==> src/rtl/iic_pkg.sv <==
// Shared I2C target definitions: receiver FSM states and bus-level constants.
package iic_pkg;

    localparam logic        IIC_ACK    = 1'b0;
    localparam logic        IIC_NACK   = 1'b1;
    localparam int unsigned IIC_BITS   = 8;
    localparam int unsigned IIC_ADDR_W = 7;
    localparam int unsigned IIC_CNT_W  = $clog2(IIC_BITS);

    typedef enum logic [2:0] {
        ST_IDLE,
        ST_ADDR,
        ST_ADDR_ACK,
        ST_DATA,
        ST_DATA_ACK,
        ST_WAIT_STOP
    } iic_rx_state_t;

endpackage

==> src/rtl/iic_line_sync.sv <==
// Pin synchronizer with rise/fall strobes for one I2C line.
// Defining IIC_TARGET_FILTER_EN adds a 3-sample stability filter after the synchronizer.
module iic_line_sync (
    input  logic i_clk,
    input  logic i_rst,
    input  logic i_pin,
    output logic lvl_c,
    output logic rise_c,
    output logic fall_c
);

    logic meta_q, meta_d;
    logic sync_q, sync_d;
    logic prev_q, prev_d;
`ifdef IIC_TARGET_FILTER_EN
    logic [1:0] hist_q, hist_d;
`endif

    always_comb begin
        meta_d = i_pin;
        sync_d = meta_q;
`ifdef IIC_TARGET_FILTER_EN
        hist_d = {hist_q[0], sync_q};
        // Level moves only once three consecutive synchronized samples agree
        lvl_c  = (sync_q == hist_q[0] && sync_q == hist_q[1]) ? sync_q : prev_q;
`else
        lvl_c  = sync_q;
`endif
        prev_d = lvl_c;
        rise_c = lvl_c & ~prev_q;
        fall_c = ~lvl_c & prev_q;
    end

    // Idle bus is high, so every stage resets to 1
    always_ff @(posedge i_clk or posedge i_rst) begin
        if (i_rst) begin
            meta_q <= 1'b1;
            sync_q <= 1'b1;
            prev_q <= 1'b1;
`ifdef IIC_TARGET_FILTER_EN
            hist_q <= 2'b11;
`endif
        end else begin
            meta_q <= meta_d;
            sync_q <= sync_d;
            prev_q <= prev_d;
`ifdef IIC_TARGET_FILTER_EN
            hist_q <= hist_d;
`endif
        end
    end

endmodule

==> src/rtl/iic_target_rx.sv <==
// Write-only I2C target receiver: START/STOP detection, address match, ACK and byte delivery.
// Optional glitch filter on both lines via IIC_TARGET_FILTER_EN (see iic_line_sync).
module iic_target_rx
    import iic_pkg::*;
#(
    parameter logic [IIC_ADDR_W-1:0] ADDR = 7'h27
) (
    input  logic                i_clk,
    input  logic                i_rst,
    input  logic                i_scl,
    input  logic                i_sda,
    output logic                o_sda_oe,
    output logic [IIC_BITS-1:0] o_data,
    output logic                o_data_valid,
    output logic                o_start,
    output logic                o_stop,
    output logic                o_addr_match,
    output logic                o_busy
);

    // Output-enable value that puts the given bit level on the open-drain line
    localparam logic ACK_OE  = (IIC_ACK == 1'b0);
    localparam logic NACK_OE = (IIC_NACK == 1'b0);

    logic scl_lvl_c, scl_rise_c, scl_fall_c;
    logic sda_lvl_c, sda_rise_c, sda_fall_c;
    logic start_c, stop_c;
    logic [IIC_BITS-1:0] shift_next_c;

    iic_rx_state_t       state_q, state_d;
    logic [IIC_CNT_W-1:0] cnt_q, cnt_d;
    logic                full_q, full_d;
    logic [IIC_BITS-1:0] shift_q, shift_d;
    logic [IIC_BITS-1:0] data_q, data_d;
    logic                sda_oe_q, sda_oe_d;
    logic                dv_q, dv_d;
    logic                start_q, start_d;
    logic                stop_q, stop_d;
    logic                match_q, match_d;
    logic                busy_q, busy_d;
    logic                scl_rise_q, scl_rise_d;
    logic                scl_fall_q, scl_fall_d;

    iic_line_sync u_scl_sync (
        .i_clk  (i_clk),
        .i_rst  (i_rst),
        .i_pin  (i_scl),
        .lvl_c  (scl_lvl_c),
        .rise_c (scl_rise_c),
        .fall_c (scl_fall_c)
    );

    iic_line_sync u_sda_sync (
        .i_clk  (i_clk),
        .i_rst  (i_rst),
        .i_pin  (i_sda),
        .lvl_c  (sda_lvl_c),
        .rise_c (sda_rise_c),
        .fall_c (sda_fall_c)
    );

    always_comb begin
        start_c      = sda_fall_c & scl_lvl_c;
        stop_c       = sda_rise_c & scl_lvl_c;
        shift_next_c = {shift_q[IIC_BITS-2:0], sda_lvl_c};

        state_d    = state_q;
        cnt_d      = cnt_q;
        full_d     = full_q;
        shift_d    = shift_q;
        data_d     = data_q;
        sda_oe_d   = sda_oe_q;
        dv_d       = 1'b0;
        start_d    = start_c;
        stop_d     = stop_c;
        match_d    = match_q;
        busy_d     = busy_q;
        scl_rise_d = scl_rise_c;
        scl_fall_d = scl_fall_c;

        if (stop_c) begin
            state_d  = ST_IDLE;
            cnt_d    = '0;
            full_d   = 1'b0;
            sda_oe_d = NACK_OE;
            match_d  = 1'b0;
            busy_d   = 1'b0;
        end else if (start_c) begin
            state_d  = ST_ADDR;
            cnt_d    = '0;
            full_d   = 1'b0;
            sda_oe_d = NACK_OE;
            match_d  = 1'b0;
            busy_d   = 1'b1;
        end else begin
            unique case (state_q)
                ST_ADDR, ST_DATA: begin
                    if (scl_rise_q && !full_q) begin
                        shift_d = shift_next_c;
                        cnt_d   = cnt_q + 1'b1;
                        if (cnt_q == IIC_CNT_W'(IIC_BITS - 1)) begin
                            full_d = 1'b1;
                            if (state_q == ST_DATA) begin
                                data_d = shift_next_c;
                                dv_d   = 1'b1;
                            end
                        end
                    end else if (scl_fall_q && full_q) begin
                        // 8th SCL fall: decide ACK/NACK for the 9th clock
                        full_d = 1'b0;
                        if (state_q == ST_DATA) begin
                            sda_oe_d = ACK_OE;
                            state_d  = ST_DATA_ACK;
                        end else if (shift_q[IIC_BITS-1:1] == ADDR && shift_q[0] == 1'b0) begin
                            sda_oe_d = ACK_OE;
                            match_d  = 1'b1;
                            state_d  = ST_ADDR_ACK;
                        end else begin
                            sda_oe_d = NACK_OE;
                            state_d  = ST_WAIT_STOP;
                        end
                    end
                end
                ST_ADDR_ACK, ST_DATA_ACK: begin
                    if (scl_fall_q) begin
                        sda_oe_d = NACK_OE;
                        cnt_d    = '0;
                        state_d  = ST_DATA;
                    end
                end
                default: begin
                end
            endcase
        end
    end

    always_ff @(posedge i_clk or posedge i_rst) begin
        if (i_rst) begin
            state_q    <= ST_IDLE;
            cnt_q      <= '0;
            full_q     <= 1'b0;
            shift_q    <= '0;
            data_q     <= '0;
            sda_oe_q   <= 1'b0;
            dv_q       <= 1'b0;
            start_q    <= 1'b0;
            stop_q     <= 1'b0;
            match_q    <= 1'b0;
            busy_q     <= 1'b0;
            scl_rise_q <= 1'b0;
            scl_fall_q <= 1'b0;
        end else begin
            state_q    <= state_d;
            cnt_q      <= cnt_d;
            full_q     <= full_d;
            shift_q    <= shift_d;
            data_q     <= data_d;
            sda_oe_q   <= sda_oe_d;
            dv_q       <= dv_d;
            start_q    <= start_d;
            stop_q     <= stop_d;
            match_q    <= match_d;
            busy_q     <= busy_d;
            scl_rise_q <= scl_rise_d;
            scl_fall_q <= scl_fall_d;
        end
    end

    assign o_sda_oe     = sda_oe_q;
    assign o_data       = data_q;
    assign o_data_valid = dv_q;
    assign o_start      = start_q;
    assign o_stop       = stop_q;
    assign o_addr_match = match_q;
    assign o_busy       = busy_q;

endmodule

==> config.mk <==
export PLATFORM = sky130hd
export DESIGN_NAME = iic_target_rx
export DESIGN_NICKNAME = d
export VERILOG_FILES = /design/src/rtl/iic_pkg.sv /design/src/rtl/iic_line_sync.sv /design/src/rtl/iic_target_rx.sv
export SDC_FILE = /design/constraint.sdc
export NUM_CORES = 1
export LEC_CHECK = 0
export ABC_AREA = 1
export BUFFER_PORTS_ARGS = -buffer_cell sky130_fd_sc_hd__buf_2
export CORE_MARGIN = 4
export CORE_UTILIZATION = 25
export CTS_BUF_LIST = sky130_fd_sc_hd__clkbuf_16
export CTS_CLUSTER_DIAMETER = 60
export DETAILED_ROUTE_END_ITERATION = 6
export PLACE_DENSITY_LB_ADDON = 0.12
export SLEW_MARGIN = 5
export SYNTH_ARGS = -nofsm -noshare
export SYNTH_HDL_FRONTEND = slang
export SYNTH_SLANG_ARGS = --single-unit
==> constraint.sdc <==
create_clock -name i_clk -period 1.48 [get_ports i_clk]
set_input_delay 0.296 -clock i_clk [delete_from_list [all_inputs] [get_ports i_clk]]
set_output_delay 0.296 -clock i_clk [all_outputs]
set_load 0.005 [all_outputs]
# [Yosys cells after proc, flatten, opt, wreduce, memory -nomap -nowiden]
# Index checks and enable logic that the tools add are counted.
[op_classes] magnitude_cmp=0 eq_ne=13 mux=42 n_bitwise=13 shifts=0 addsub=1 mul=0 n_reduce_logical=18 n_div=0
[op_table] op="3-bit 2-to-1 mux" n=11
[op_table] op="1-bit 2-to-1 mux" n=28
[op_table] op="4-bit != test (second input constant)" n=4
[op_table] op="3-bit one-hot mux with 2 select lines" n=2
[op_table] op="3-bit nonzero test" n=3
[op_table] op="4-bit AND reduction" n=2
[op_table] op="4-bit nonzero test" n=2
[op_table] op="7-bit by 6-bit == test with 1-bit output (second input constant)" n=1
[op_table] op="1-bit inverter" n=7
[op_table] op="1-bit bitwise AND" n=6
[op_table] op="3-bit by 2-bit == test with 1-bit output (second input constant)" n=2
[op_table] op="3-bit == test (second input constant)" n=2
[op_table] op="3-bit != test (second input constant)" n=2
[op_table] op="3-bit AND reduction" n=2
[op_table] op="6-bit AND reduction" n=1
[op_table] op="5-bit AND reduction" n=1
[op_table] op="4-bit by 3-bit != test with 1-bit output (second input constant)" n=1
[op_table] op="2-bit OR reduction" n=2
[op_table] op="3-bit by 1-bit adder with 3-bit output (second input constant)" n=1
[op_table] op="3-bit by 1-bit == test with 1-bit output (second input constant)" n=1
[op_table] op="1-bit logical AND" n=3
[op_table] op="1-bit one-hot mux with 2 select lines" n=1
[op_table] op="2-bit nonzero test" n=1
[op_table] op="1-bit logical NOT" n=1
[word_totals] word_cells=106 ramBits=0 memories=0 out_inout_bits=14 latch_bits=0 regBits=37 mem_bits_ro=0

# [Depth between registers and ports, before layout]
[depth] depth_word=9 ltp_mapped=8 depth_no_buf=8

# [Modules after synthesis]
# Synthesis repeated with hierarchy kept, for this count alone.
[hier_totals] hier_cells=169 hier_area_um2=1575.3
[modules_own_cells] mod="iic_target_rx" cells_per_inst=153 seq_area_each_um2=775.7 n_inst=1 area_per_inst_um2=1380.1
[modules_own_cells] mod="iic_line_sync" cells_per_inst=8 seq_area_each_um2=78.8 n_inst=2 area_per_inst_um2=97.6

# [Least setup slack after synthesis]
# Ideal clock, no wire load.
[synth_path] path_kind="reg-to-reg" startpoint="register u_sda_sync.sync_q, in the netlist u_sda_sync.lvl_c" endpoint="register shift_q[7]" arrival_ns=1.248 required_ns=1.362 slack_ns=0.113 stages_incl_launch_ff=9 synth_period_minus_slack_ns=1.367 cell_sequence="dfstp_2 inv_2 nand3_1 nand2_2 nor2_4 nand3_4 buf_6 nand2_1 o21ai_2"
[synth_between] elab_chain_len=5 word_cells_on_any_way=8 cone_classes="bitwise: 7; reduce/logical: 1"
[synth_rtl] element="start, declared" line_no="iic_line_sync.sv:13" rtl="logic sync_q, sync_d;"
[synth_rtl] element="start signal, assigned" line_no="iic_line_sync.sv:45" rtl="sync_q <= sync_d;"
[synth_rtl] element="1-bit inverter" line_no="iic_line_sync.sv:31" rtl="fall_c = ~lvl_c & prev_q;"
[synth_rtl] element="1-bit bitwise AND" line_no="iic_line_sync.sv:31"
[synth_rtl] element="1-bit bitwise AND" line_no="iic_target_rx.sv:63" rtl="start_c = sda_fall_c & scl_lvl_c;"
[synth_rtl] element="1-bit inverter (no source line)"
[synth_rtl] element="4-bit AND reduction (no source line) *"
[synth_rtl] element="end signal, assigned" line_no="iic_target_rx.sv:156" rtl="shift_q <= shift_d;"
[synth_rtl] element="end, declared" line_no="iic_target_rx.sv:33" rtl="logic [IIC_BITS-1:0] shift_q, shift_d;"
# Mark *: on every way between the ends. The rest lies on a longest branch, timed or not.
# A chain may end at the register's enable or synchronous reset.

# [Final worst setup path]
[layout_path] startpoint="register u_sda_sync.sync_q, in the netlist u_sda_sync.lvl_c" endpoint="register shift_q[1]"
# The elaborated chain is that of the path after synthesis.

==> metrics.md <==
| Metric | Value |
|---|---|
| Largest net degree at the start of global routing | `38` |
| WP data required | `1680 ps` |
| Fmax | `just under 700 MHz` |
| Crit. End Element | `flip-flop` |
| Status | `finished with violations` |
| Top cell by count, worst path | `nand3_4` |
| Max-slew violations | `0` |
| Nets | `222` |
| Number of distinct library cells after synthesis | `18` |
| Worst Setup Slack, final | `-3.67 ps` |
| Row cnt | `29` |
| Failing checks | `negative setup slack` |
| Pwr Total | `0.00340 W` |
| First-pass GRT wire length | `5600 µm` |
| Ys Warns | `0` |
| Commonest non-fill, non-tap cells in the layout | `nand2_1 (51), dfrtp_1 (31), inv_1 (24)` |
| Register area | `933 µm²` |
| Final setup vio count | `1` |
| Leak | `1.09 nW` |
| Utilization after layout | `around a third` |
| CTS tree | `built` |
| Core footprint | `around 0.0063 mm²` |
| Die height | `between 80 and 90 µm` |
| Vias/cell | `4.16` |
| Max layer used | `met4` |
| Final ANT Viol Nets | `0` |
| Detailed Place HPWL | `2190 µm` |
| CTS root buffer | `clkbuf_16` |
| GRT Util Overall | `9.19%` |
| CTS Hold Bufs | `0` |
| Slew @ Worst Pin | `275 ps` |
| Synthesized area | `0.00164 mm²` |
| CTS buffer count | `5` |
| CP startpoint kind | `flip-flop` |
| Max_cap viols | `0` |
| Worst hold margin | `between 50 and 60 ps` |
| Fin. Hold Viols | `0` |
| Placed Cells | `approximately 270` |
| Total of fill cells in the finished design | `638` |
| Clk slew on worst S/H paths | `roughly 60 ps` |
| Clk_lat worst skew | `between 200 and 300 ps` |
| Reg2Reg Depth | `7` |
| Routed WL | `3540 µm` |
| Critical Path, Cell by Cell | `inv_2 > nand3_4 > nand2_4 > nor2_4 > buf_6 > nand3_4 > o21ai_2` |
| Total gr overflow | `0` |
| Worst-path cell with the longest stage delay | `dfstp_2` |
| Met2 Wirelength | `1580 µm` |
| Metal-1 WL | `approximately 1800 µm` |
| Fraction of layout cells with a size suffix above 1 | `40.1%` |
| Final Critical Period | `1480 ps` |
| Slew HR | `81.7%` |
| Yosys reg bits | `37` |
| CTS H-tree depth | `2` |
| Mapped Nets | `around 180` |
| Largest stage delay on the critical path | `590 ps` |
| Chip width | `approximately 89 µm` |
| Starting DRT DRC Count | `39` |
| Initial antenna violation count | `0` |
| Clock skew | `between 8 and 9 ps` |
| Router iterations before antenna repair | `4` |
| WS Path Type | `flip-flop to flip-flop` |
| # DRC | `0` |
| Pwr dens | `1520 mW/mm²` |
| Setup WS pre-CTS | `-28.6 ps` |
| Met3 wire length | `roughly 160 µm` |
| Fin crit share | `100%` |
| Number of buffers added on ports | `17` |
| RSZ-0062 raised after global routing | `yes` |
| Starting Density | `25.8%` |
| Cell count after synthesis | `173` |
| CTS sink cnt | `37` |
| Layout Cells excl Fill | `294` |
| Via count | `around 1200` |
| Longest Clk Path Bufs | `2` |
| Syn-to-layout area delta | `36.9%` |
| Multi-input gate area in the final layout | `707 µm²` |
| Commonest non-fill, non-tap cell in the layout | `nand2_1` |
| Critical path fanouts, max | `8` |
| Routed WL per cell | `12.0 µm` |
| Avg Cell Area, Syn | `9.45 µm²` |
| Vias in the first global route | `~1200` |
| Worst Path Arrival | `roughly 1700 ps` |
| VDD IR max | `638 µV` |
| GP Congestion | `between 0.7 and 0.8` |
| Die Footprint | `between 0.007 and 0.008 mm²` |
| Seq/Total Area, Yosys | `57.1%` |
| # IOs | `18` |
| Min-Delay Path Class | `input port to async pin` |
| N_diodes | `0` |
## critical path, delay by kind of cell (launching register included)
family          cells  cell delay, ps
compound gates      1             180
buf+inv             2             200
flops               1             590
simple gates        4             450
## path summary, 6_finish.rpt
check,from,endpoint,slack (ps)
max reg2reg,u_sda_sync.lvl_c,shift_q[1],-4
min in group i_clk,i_sda,u_sda_sync.meta_q,110
max,u_sda_sync.lvl_c,shift_q[1],-4
min reg2reg,u_scl_sync.meta_q,u_scl_sync.lvl_c,360
min,i_rst,scl_rise_q,50
max in group asynchronous,i_rst,u_scl_sync.lvl_c,1160
## synth_stat cells (all sizes together)
library cell	count	area, µm²
nand2	59	229
dfrtp	31	776
inv	24	90.1
o21ai	24	176
nor2	14	72.6
nand3	10	80.1
dfstp	6	158
buf	2	22.5
ha	2	25.0
nand4	1	6.26
## where the power goes
| group | internal [W] | switching, W | total, W |
|---|---|---|---|
| clock network | 0.000790 | 0.000394 | 0.00118 |
| registers | 0.00117 | 0.000119 | 0.00129 |
| logic | 0.000356 | 0.000562 | 0.000918 |
## through the flow
stage	setup TNS, ps	cell area [µm²]
detailed placement	-145	1860
finish	-3.67	2240
floorplan	0	1640
CTS	0	2050
global placement	-101	1860
global route	-1410	2240
## flip-flops by register name, indices dropped and copies added (netlist names)
register and cells:
o_sda_oe 1, u_sda_sync.meta_q 1, o_data_valid 1, o_addr_match 1
shift_q 8, u_scl_sync.meta_q 1, u_scl_sync.prev_q 1, o_stop 1
scl_rise_q 1, state_q 3, cnt_q 3, u_sda_sync.lvl_c 1
u_scl_sync.lvl_c 1, u_sda_sync.prev_q 1, scl_fall_q 1, o_start 1
o_data 8, o_busy 1, full_q 1
## final cells by class
| class | instances | share of cell area (%) |
|---|---|---|
| sequential | 37 | 41.7 |
| clock buffer | 5 | 5.59 |
| multi-input combinational | 114 | 31.6 |
| tap | 77 | 4.30 |
| timing repair buffer | 34 | 10.9 |
| inverter | 24 | 4.02 |
| clock inverter | 3 | 1.90 |
## repair_timing
action / in CTS / in global routing
gates resized for setup: 3 / 21
gates cloned: 1 / 3
setup endpoints to repair: 9 / 24
endpoints found under the hold margin: 0 / 0
pin swaps: 1 / 9
buffers inserted: 0 / 10
## routing by layer
layer  track usage, %  up-vias
li1                 -      631
met4             3.30        0
met5                0        -
met1             12.2      570
met2             13.9       16
met3             3.07        5
## kinds of logic after synthesis
group	count (synthesis)	share of synthesized area [%]
and+or+nand+nor	84	23.7
DFF	37	57.1
adders and majority gates	2	1.53
buffers and inverters	26	6.89
AOI/OAI and AO/OA	24	10.8
(Power assumes the default switching activity.)
